### src/rtl/load_store_unit.sv
// load_store_unit
// Bridges the execute stage to a word-only data memory. Byte, halfword and
// word loads/stores are accepted on a valid/ready handshake. Loads return
// sign- or zero-extended data. Sub-word stores use read-modify-write.
// Requests that are misaligned, out of range or illegal are answered with
// resp_error and never reach the memory.
//
// Ports
//   clk, rst_n        clock, asynchronous active-low reset
//   req_*             request handshake: write flag, funct3 size code,
//                     byte address, store data
//   resp_*            one-cycle completion pulse with error flag and load data
//   memRead/memWrite  memory strobes (never high together)
//   address           word index into the 127-word memory
//   writeData         word driven to memory during a write
//   readData          word returned by memory during a read
module load_store_unit (
    input  logic        clk,
    input  logic        rst_n,
    input  logic        req_valid,
    output logic        req_ready,
    input  logic        req_write,
    input  logic [2:0]  req_funct3,
    input  logic [31:0] req_addr,
    input  logic [31:0] req_wdata,
    output logic        resp_valid,
    output logic        resp_error,
    output logic [31:0] resp_rdata,
    output logic        memRead,
    output logic        memWrite,
    output logic [6:0]  address,
    output logic [31:0] writeData,
    input  logic [31:0] readData
);

    typedef enum logic [1:0] {
        ST_IDLE  = 2'd0,
        ST_READ  = 2'd1,
        ST_WRITE = 2'd2,
        ST_RESP  = 2'd3
    } state_t;

    state_t      state_r, state_s;
    logic [8:0]  addr_r;
    logic [2:0]  funct3_r;
    logic        write_r;
    logic        err_r;
    logic [31:0] wdata_r;
    logic [31:0] word_r;
    logic        accept_s;
    logic        reject_s;

    // A request is rejected for an illegal size code, bad alignment, address
    // bits above the memory window, or the non-existent word index 127.
    function automatic logic req_reject(input logic wr, input logic [2:0] f3,
                                        input logic [31:0] a);
        logic bad;
        bad = 1'b0;
        case (f3)
            3'b000:  bad = 1'b0;
            3'b001:  bad = a[0];
            3'b010:  bad = (a[1:0] != 2'b00);
            3'b100:  bad = wr;
            3'b101:  bad = wr | a[0];
            default: bad = 1'b1;
        endcase
        bad = bad | (a[31:9] != 23'd0) | (a[8:2] == 7'd127);
        return bad;
    endfunction

    // Select the addressed lane of a word and extend it per the size code.
    function automatic logic [31:0] load_extract(input logic [31:0] w,
                                                 input logic [1:0] lane,
                                                 input logic [2:0] f3);
        logic [7:0]  b;
        logic [15:0] h;
        logic [31:0] r;
        case (lane)
            2'd0:    b = w[7:0];
            2'd1:    b = w[15:8];
            2'd2:    b = w[23:16];
            2'd3:    b = w[31:24];
            default: b = 8'd0;
        endcase
        h = lane[1] ? w[31:16] : w[15:0];
        case (f3)
            3'b000:  r = {{24{b[7]}}, b};
            3'b001:  r = {{16{h[15]}}, h};
            3'b010:  r = w;
            3'b100:  r = {24'd0, b};
            3'b101:  r = {16'd0, h};
            default: r = 32'd0;
        endcase
        return r;
    endfunction

    // Overlay store data onto the previously read word; SW passes data through.
    function automatic logic [31:0] store_merge(input logic [31:0] w,
                                                input logic [1:0] lane,
                                                input logic [2:0] f3,
                                                input logic [31:0] d);
        logic [31:0] m;
        m = w;
        case (f3)
            3'b000: begin
                case (lane)
                    2'd0:    m[7:0]   = d[7:0];
                    2'd1:    m[15:8]  = d[7:0];
                    2'd2:    m[23:16] = d[7:0];
                    2'd3:    m[31:24] = d[7:0];
                    default: m = w;
                endcase
            end
            3'b001: begin
                if (lane[1]) begin
                    m[31:16] = d[15:0];
                end else begin
                    m[15:0] = d[15:0];
                end
            end
            3'b010:  m = d;
            default: m = w;
        endcase
        return m;
    endfunction

    assign req_ready = rst_n && (state_r == ST_IDLE);
    assign accept_s  = req_valid && req_ready;
    assign reject_s  = req_reject(req_write, req_funct3, req_addr);

    // State register and request/read-word capture.
    always_ff @(posedge clk or negedge rst_n) begin
        if (!rst_n) begin
            state_r  <= ST_IDLE;
            addr_r   <= 9'd0;
            funct3_r <= 3'd0;
            write_r  <= 1'b0;
            err_r    <= 1'b0;
            wdata_r  <= 32'd0;
            word_r   <= 32'd0;
        end else begin
            state_r <= state_s;
            if (accept_s) begin
                addr_r   <= req_addr[8:0];
                funct3_r <= req_funct3;
                write_r  <= req_write;
                err_r    <= reject_s;
                wdata_r  <= req_wdata;
            end
            if (state_r == ST_READ) begin
                word_r <= readData;
            end
        end
    end

    // Next-state sequencing: loads and sub-word stores read first, SW writes
    // directly, rejected requests go straight to the response.
    always_comb begin
        state_s = state_r;
        case (state_r)
            ST_IDLE: begin
                if (!accept_s) begin
                    state_s = ST_IDLE;
                end else if (reject_s) begin
                    state_s = ST_RESP;
                end else if (req_write && (req_funct3 == 3'b010)) begin
                    state_s = ST_WRITE;
                end else begin
                    state_s = ST_READ;
                end
            end
            ST_READ:  state_s = write_r ? ST_WRITE : ST_RESP;
            ST_WRITE: state_s = ST_RESP;
            ST_RESP:  state_s = ST_IDLE;
            default:  state_s = ST_IDLE;
        endcase
    end

    // Moore output decode; everything idles at zero outside its own state.
    always_comb begin
        memRead    = 1'b0;
        memWrite   = 1'b0;
        address    = 7'd0;
        writeData  = 32'd0;
        resp_valid = 1'b0;
        resp_error = 1'b0;
        resp_rdata = 32'd0;
        case (state_r)
            ST_READ: begin
                memRead = 1'b1;
                address = addr_r[8:2];
            end
            ST_WRITE: begin
                memWrite  = 1'b1;
                address   = addr_r[8:2];
                writeData = store_merge(word_r, addr_r[1:0], funct3_r, wdata_r);
            end
            ST_RESP: begin
                resp_valid = 1'b1;
                resp_error = err_r;
                if (err_r || write_r) begin
                    resp_rdata = 32'd0;
                end else begin
                    resp_rdata = load_extract(word_r, addr_r[1:0], funct3_r);
                end
            end
            default: begin
                memRead = 1'b0;
            end
        endcase
    end

endmodule

### config.mk
export PLATFORM = sky130hd
export DESIGN_NAME = load_store_unit
export DESIGN_NICKNAME = d
export VERILOG_FILES = /design/src/rtl/load_store_unit.sv
export SDC_FILE = /design/constraint.sdc
export NUM_CORES = 1
export LEC_CHECK = 0
export BUFFER_PORTS_ARGS = -buffer_cell sky130_fd_sc_hd__buf_2
export CORE_UTILIZATION = 45
export CTS_BUF_LIST = sky130_fd_sc_hd__clkbuf_4 sky130_fd_sc_hd__clkbuf_8 sky130_fd_sc_hd__clkbuf_16
export DETAILED_ROUTE_END_ITERATION = 7
export PLACE_DENSITY = 0.74
export SYNTH_ARGS = -nofsm -noshare
export SYNTH_HDL_FRONTEND = slang
export SYNTH_SLANG_ARGS = --single-unit
### constraint.sdc
create_clock -name clk -period 3.6 [get_ports clk]
set_input_delay 0.72 -clock clk [delete_from_list [all_inputs] [get_ports clk]]
set_output_delay 0.72 -clock clk [all_outputs]
set_load 0.05 [all_outputs]
After elaboration in Yosys (flattened, before gate mapping) --
Index checks and enable logic that the tools add are counted.
Word-level totals: output and inout port bits 76, bits of input ports 103, bits in registers 80, word-level logic and storage cells 60
Cells by class: equal/unequal tests 15, bitwise gates (word level) 3, muxes and demuxes 24, reduce and logical (&&, ||, !) cells 11
Operators with widths (count):
- $pmux W32 S5 | 1
- $mux W32 | 3
- $pmux W32 S3 | 1
- $mux W16 | 3
- $mux W8 | 4
- $pmux W8 S4 | 1
- $reduce_bool A23 Y1 | 1
- $eq A3 B3 Y1 const B | 4
- $eq A2 B2 Y1 const B | 4
- $pmux W2 S4 | 1
- $eq A7 B7 Y1 const B | 1
- $mux W7 | 1
- $eq A3 B1 Y1 const B | 2
- $eq A3 B2 Y1 const B | 2
- $logic_not A3 Y1 | 2
- $mux W2 | 3
- $mux W1 | 5
- $pmux W1 S5 | 1
- $eq A2 B1 Y1 const B | 2
- $logic_not A2 Y1 | 2
- $logic_and A1 B1 Y1 | 3
- $or A1 B1 Y1 | 3
- $reduce_bool A2 Y1 | 1
- $reduce_or A2 Y1 | 1
- $logic_or A1 B1 Y1 | 1

Logic depth before layout (Yosys ltp) --
Gate-level depths: netlist of the first run.
word-level depth 7, gate-level depth with buffers 8, gate-level depth less buffers 6

Worst setup path after synthesis of the first run --
OpenSTA, ideal clock, no wires.
kind reg-to-output, start register state_r[0], end output resp_rdata[0], data arrival time 3.498 ns, data required time 2.880 ns, stages on the path, launching flop included 4, path buffers 0, setup slack -0.618 ns, cells stage by stage dfrtp_1 ha_1 nand3_2 a2111oi_0
On the way: longest elaborated chain between the ends 2
RTL lines:
- from (decl) | RTL line 43 | state_t state_r, state_s;
- from (signal assigned) | RTL line 142 | state_r <= state_s;
- $eq A2 B2 Y1 | RTL line 188 | case (state_r)
- $mux W32 | RTL line 188
- to (decl) | RTL line 28 | output logic [31:0] resp_rdata,
No other way between the ends.

Final worst setup path of the first run --
start register funct3_r[1], end output resp_rdata[1]
On the way: longest elaborated chain between the ends 4, elaborated cells between the ends (all ways) 8, classes of those cells eq/ne (4); mux (3); reduce/logical (1)
RTL lines:
- from (decl) | RTL line 45 | logic [2:0] funct3_r;
- from (signal assigned) | RTL line 145 | funct3_r <= req_funct3;
- $eq A3 B3 Y1 (tied with other cells) | RTL line 86 | case (f3)
- $pmux W32 S5 * | RTL line 86
- $mux W32 * | RTL line 201 | if (err_r || write_r) begin
- $mux W32 * | RTL line 188
Mark *: on every way between the ends. The rest lies on a longest branch, timed or not.

==> results.cfg, run 1 <==
[outcome]
outcome = finished clean

[grt]
grt_overflow = 0
grt-busiest-layer = met2
grt_pass1_vias = 4127
grt_pass1_wl_mm = 22.7
grt_usage_pct = 26.9
grt_max_degree = 48
antenna_found_initial = 0
grt_use_met1_pct = 38.8
grt.met3_usage_pct = 4.68
met2_usage_pct = 42.0

[clock_network]
clock-sinks = 80
cts_tree = built
numCtsBuffers = 9
cts_root_buf = clkbuf_8
clock_latency_ns = 0.37
cts_buffer_depth = 2
cts.htree.levels = 3
clkTransAtPathRegs_ns = 0.09
cts_hold_buffers = 0

[finish]
fin_nets = 718
most-common-layout-cells = buf_2 (177), mux2_2 (85), dfrtp_1 (78)
n_antenna_cell = 0
finish.utilization_pct = 57.0
nFillCells = 922
mostFrequentLayoutCell = buf_2
syn2layout_area_growth_pct = 23.8
drive_gt1_share_pct = 50.6

[timing]
fin_crit_sh_pct = 95.1
timing.setup.tns_ns = 0
period_minus_slack_ns = 3.42
hold_viol = 0
setup_viol = 0
finalClockSkew_ns = 0.0161
tightest_slew_ns = 1.05
fmax_mhz = 292
rsz0062_at_grt = no
relSlewSlack_pct = 29.9
final-max-slew-violation-count = 0

[placement]
hpwl_mm = 10.9
numPortBuffers = 178
globalplace.congestion = 0.889

[routing]
drt_iter0_drc = 512
via_count = 4449
wire_per_inst_um = 19.2
final_antenna_net_count = 0
drc = 0
drtPass1Iterations = 7
viasPerCell = 5.92
routed_wl_mm = 14.4

[floorplan]
ios = 179
die_y_um = 105
design.die.area_mm2 = 0.0109
floorplan.die.width_um = 105
core.rowCount = 37
initial_utilization_pct = 46.0
core_area_mm2 = 0.0103

[run]
drv_cap = 0

[synthesis]
avgSynthCellArea_um2 = 10.6
yosysSeqAreaShare_pct = 42.3
yosysUniqueCellTypes = 52
syn_area_mm2 = 0.00473
ys_ff_latch = 80
yosysWarnings = 0
synth_nets = 554
async_flop_share_pct = 100
ys.flop_type = dfrtp_1
synthCells = 446
synth_edf_count = 0

[setup_path]
crit_buf_inv = 2
crit_fanout = 15
required_ns = 2.88
slowest_stage = a2111oi_0
cp_slowest_stage_delay_ns = 0.59
crit_path_end_kind = output port
crit_arrival_ns = 2.70
cp_top_family = compound AO/OA/AOI/OAI gates
start_kind = flop
path_cells = inv_1, o21a_2, nor2_1, a2111oi_0, buf_2
crit_type = reg -> out

[min_path]
min_path_type = in -> async

[power]
ir_drop_mv = 0.532
pwr_density_cell_mw_per_mm2 = 922
p_leak_nw = 2.75
==> routing by layer <==
layer	routed length, um	up-vias
met3	1430	24
met1	6090	2157
met4	215	0
met2	6690	263
met5	0	-
li1	-	2005
==> synthesized netlist by cell type (7+ instances only) <==
master	count	area [um^2]
a21oi_1	47	235
a222oi_1	7	70.1
mux2_2	85	957
dfrtp_1	80	2000
a22oi_1	19	143
o21ai_0	21	105
and2_1	10	62.6
a21o_1	9	67.6
nor2_1	16	60.1
o22ai_1	8	50.1
clkbuf_1	11	41.3
a22o_1	8	70.1
nand2_1	29	109
nand3_1	10	50.1
buf_2	13	65.1
==> final cells by class <==
cell class                      count  area [um^2]  share of cell area (%)
Clock buffer                       10          138                    2.35
Tap cell                          136          170                    2.90
Clock inverter                      6         50.0                   0.854
Inverter                            6         22.5                   0.384
Timing Repair Buffer              185          946                    16.1
Multi-Input combinational cell    328         2530                    43.2
Sequential cell                    80         2000                    34.2
==> path summary, 6_finish.rpt <==
| kind | from | to | slack, ns | cells past startpoint |
|---|---|---|---|---|
| max in group asynchronous | rst_n | funct3_r[0] | 2.23 | 3 |
| max reg2reg | state_r[0] | wdata_r[6] | 1.41 | 5 |
| min | rst_n | word_r[1] | 0.45 | 2 |
| min in group clk | addr_r[5] | addr_r[5] | 0.51 | 1 |
| max | funct3_r[1] | resp_rdata[1] | 0.18 | 5 |
| min reg2reg | addr_r[5] | addr_r[5] | 0.51 | 1 |
==> registers in the layout (all words and copies together) (netlist names) <==
register,count
err_r,1
addr_r,9
wdata_r,32
state_r,2
write_r,1
funct3_r,3
word_r,32
==> where the power goes <==
| part | internal (W) | leakage, nW | switching (W) | total, W |
|---|---|---|---|---|
| Sequential | 0.00135 | 0.943 | 0.000646 | 0.00200 |
| Combinational | 0.00108 | 1.72 | 0.00168 | 0.00277 |
| Clock | 0.000276 | 0.0895 | 0.000360 | 0.000636 |
==> worst register-to-register path: stages (launching register included) <==
cell and delay [ns]:
dfrtp_1 0.38, inv_1 0.09, ha_1 0.19, and2_1 0.19
nand2_2 0.77, mux2_2 0.45
==> repair_timing <==
action                                  4_1_cts  5_1_grt
endpoints found under the setup margin        0        1
buffers inserted                              0        0
gates resized for setup                       0        3
==> logic make-up (layout without fill, tap and decap cells) <==
logic type                 after synthesis  in the layout  share of synthesized area, %
AOI/OAI and AO/OA                      140            140                          19.5
buffers and inverters                   38            207                          4.34
muxes                                   87             87                          21.0
and+or+nand+nor                         96             96                          11.6
adders and majority gates                5              5                          1.32
DFF                                     80             80                          42.3
==> through the flow <==
step	instance area (um^2)	setup WS, ns	instances	total power (W)	hold WS, ns
5_1_grt	5860	0.0815	751	0.00572	0.495
6_report	5860	0.178	751	0.00540	0.450
3_3_place_gp	5670	0.723	735	0.00465	0.486
4_1_cts	5860	0.204	751	0.00536	0.473
3_5_place_dp	5670	0.613	735	0.00472	0.495
2_1_floorplan	4730	-0.618	446	0.00401	0.424
(Power assumes the default switching activity.)
==> run 2: changes to the inputs <==
- CORE_UTILIZATION: 45 -> 40
- PLACE_DENSITY: 0.74 -> 0.67
==> run 2 against run 1 <==
  * Power increased by 5.7%
  * First-iteration DRC count decreased by 30%
  * Maximum frequency decreased by 1.0%
  * Critical endpoint is now resp_rdata[0]
  * Non-clock buffer count decreased by 2
  * Register-to-register slack got worse by 0.02 ns
  * Critical path depth decreased by 1
  * Worst setup slack got worse by 0.035 ns
  * Wire length decreased by 0.66%
  * Via count decreased by 4.1%
==> results.cfg, run 2 (synthesized netlist as in run 1, its figures left out) <==
[clock_network]
clock_latency_ns = 0.34
ctsResizeCount = 0
clkTransAtPathRegs_ns = 0.06
cts_hold_buffers = 0
post_cts_buffers = 0
numCtsBuffers = 9
clock-sinks = 80
cts.htree.levels = 3
cts_buffer_depth = 2
cts_tree = built
cts_root_buf = clkbuf_16

[grt]
antenna_found_initial = 0
grt_pass1_wl_mm = 22.6
grt_max_degree = 81
grt_overflow = 0
grt_pass1_vias = 4217
grt_usage_pct = 23.8

[timing]
setup_viol = 0
hold_viol = 0
final-max-slew-violation-count = 0
finalClockSkew_ns = 0.00282
fin_hold_ws_ns = 0.495
period_minus_slack_ns = 3.46
tightest_slew_ns = 1.08
fmax_mhz = 289
rsz0062_at_grt = no
relSlewSlack_pct = 27.7
fin_crit_sh_pct = 96.0

[finish]
syn2layout_area_growth_pct = 26.2
regArea_mm2 = 0.00200
multi_input_area_mm2 = 0.00253
n_antenna_cell = 0
drive_gt1_share_pct = 49.9
fin_cells = 754
fin_nets = 716
reg_top3 = wdata_r (32), word_r (32), addr_r (9)
most-common-layout-cells = buf_2 (177), mux2_2 (85), dfrtp_1 (80)
nFillCells = 1053
mostFrequentLayoutCell = buf_2

[outcome]
outcome = finished clean

[routing]
final_antenna_net_count = 0
wl_met1_mm = 6.36
via_count = 4268
wl_met3_mm = 1.16
drc = 0
routed_wl_mm = 14.3
wl_met2_mm = 6.51
topRoutingLayerUsed = met4
wire_per_inst_um = 19.0
drt_iter0_drc = 360
viasPerCell = 5.66
drtPass1Iterations = 6

[power]
switching_share_pct = 46.6
pwr-share-clk_pct = 16.9
ir_drop_mv = 0.481
power.switching_w = 0.00266
p_int_w = 0.00305
p_leak_nw = 2.81
p_comb_share_pct = 48.4
pwr_density_cell_mw_per_mm2 = 956
seqPwrFrac_pct = 34.6

[min_path]
hold_depth = 1
min_path_type = reg -> reg

[floorplan]
design.die.area_mm2 = 0.0123
floorplan.die.width_um = 111
core.rowCount = 39
die_y_um = 111
core_area_mm2 = 0.0115
initial_utilization_pct = 41.3
ios = 179

[placement]
numPortBuffers = 178
place_inst = 740
hpwl_mm = 10.9
globalplace.congestion = 0.844

[setup_path]
required_ns = 2.88
crit_path_end_kind = output port
path_cells = nand2b_1, o22ai_1, a2111oi_0, buf_2
crit_type = reg -> out
cp_slowest_stage_delay_ns = 0.79
start_kind = flop
rr_worst_depth = 5
crit_fanout = 17
slowest_stage = dfrtp_1
crit_arrival_ns = 2.74

[run]
drv_cap = 0
-- run 2: cell types whose count changed in the layout (fill, tap and decap cells not counted), sizes merged --
cell	change
clkinvlp	-2
bufinv	+2
buf	-2
inv	-2
-- run 2: cell type report --
type / instances / share of cell area (%)
clock buffers: 10 / 4.00
clock inverters: 4 / 1.17
inverters: 6 / 0.377
multi-input cells: 328 / 42.3
flip-flops and latches: 80 / 33.5
well taps: 143 / 3.00
repair buffers: 183 / 15.6
-- run 2: worst paths after layout --
| check | from | slack (ns) | endpoint |
|---|---|---|---|
| worst max-delay path | funct3_r[0] | 0.14 | resp_rdata[0] |
| worst min-delay path | addr_r[2] | 0.49 | addr_r[2] |
| worst max register to register | state_r[0] | 1.39 | wdata_r[4] |
| worst min register to register | addr_r[2] | 0.49 | addr_r[2] |
| max in group asynchronous | rst_n | 2.28 | wdata_r[29] |
| min in group asynchronous | rst_n | 0.62 | state_r[0] |
-- run 2: power groups by stage --
stage / Clock [W] / Sequential [W] / Combinational, W
final: 0.000966 / 0.00198 / 0.00277
after global routing: 0.00102 / 0.00204 / 0.00297
after CTS: 0.000980 / 0.00196 / 0.00275
after detailed placement: 0 / 0.00197 / 0.00274
after global placement: 0 / 0.00195 / 0.00269
after floorplan: 0 / 0.00165 / 0.00236
-- run 2: worst max-delay path: cells and delay by family (launching register included) --
kind / cells / cell delay, ns
AND/OR/NAND/NOR: 1 / 0.44
flip-flops: 1 / 0.79
AO/OA/AOI/OAI: 2 / 0.78
buffers and inverters: 1 / 0.39
-- run 2: per-stage QoR --
step	TNS [ns]	total power, W	instance area, um^2	setup WS [ns]	util (%)
CTS	0	0.00569	5970	0.226	52.1
global placement	0	0.00465	5660	0.664	49.4
detailed placement	0	0.00472	5660	0.602	49.4
global route	0	0.00603	5970	0.0300	52.1
floorplan	-3.09	0.00401	4730	-0.618	-
finish	0	0.00571	5970	0.143	52.1
-- run 2: metal layers --
metal	track usage [%]	vias up
li1	-	1987
met1	33.8	2050
met2	35.9	207
met3	4.21	24
met4	9.69	0
met5	0	-
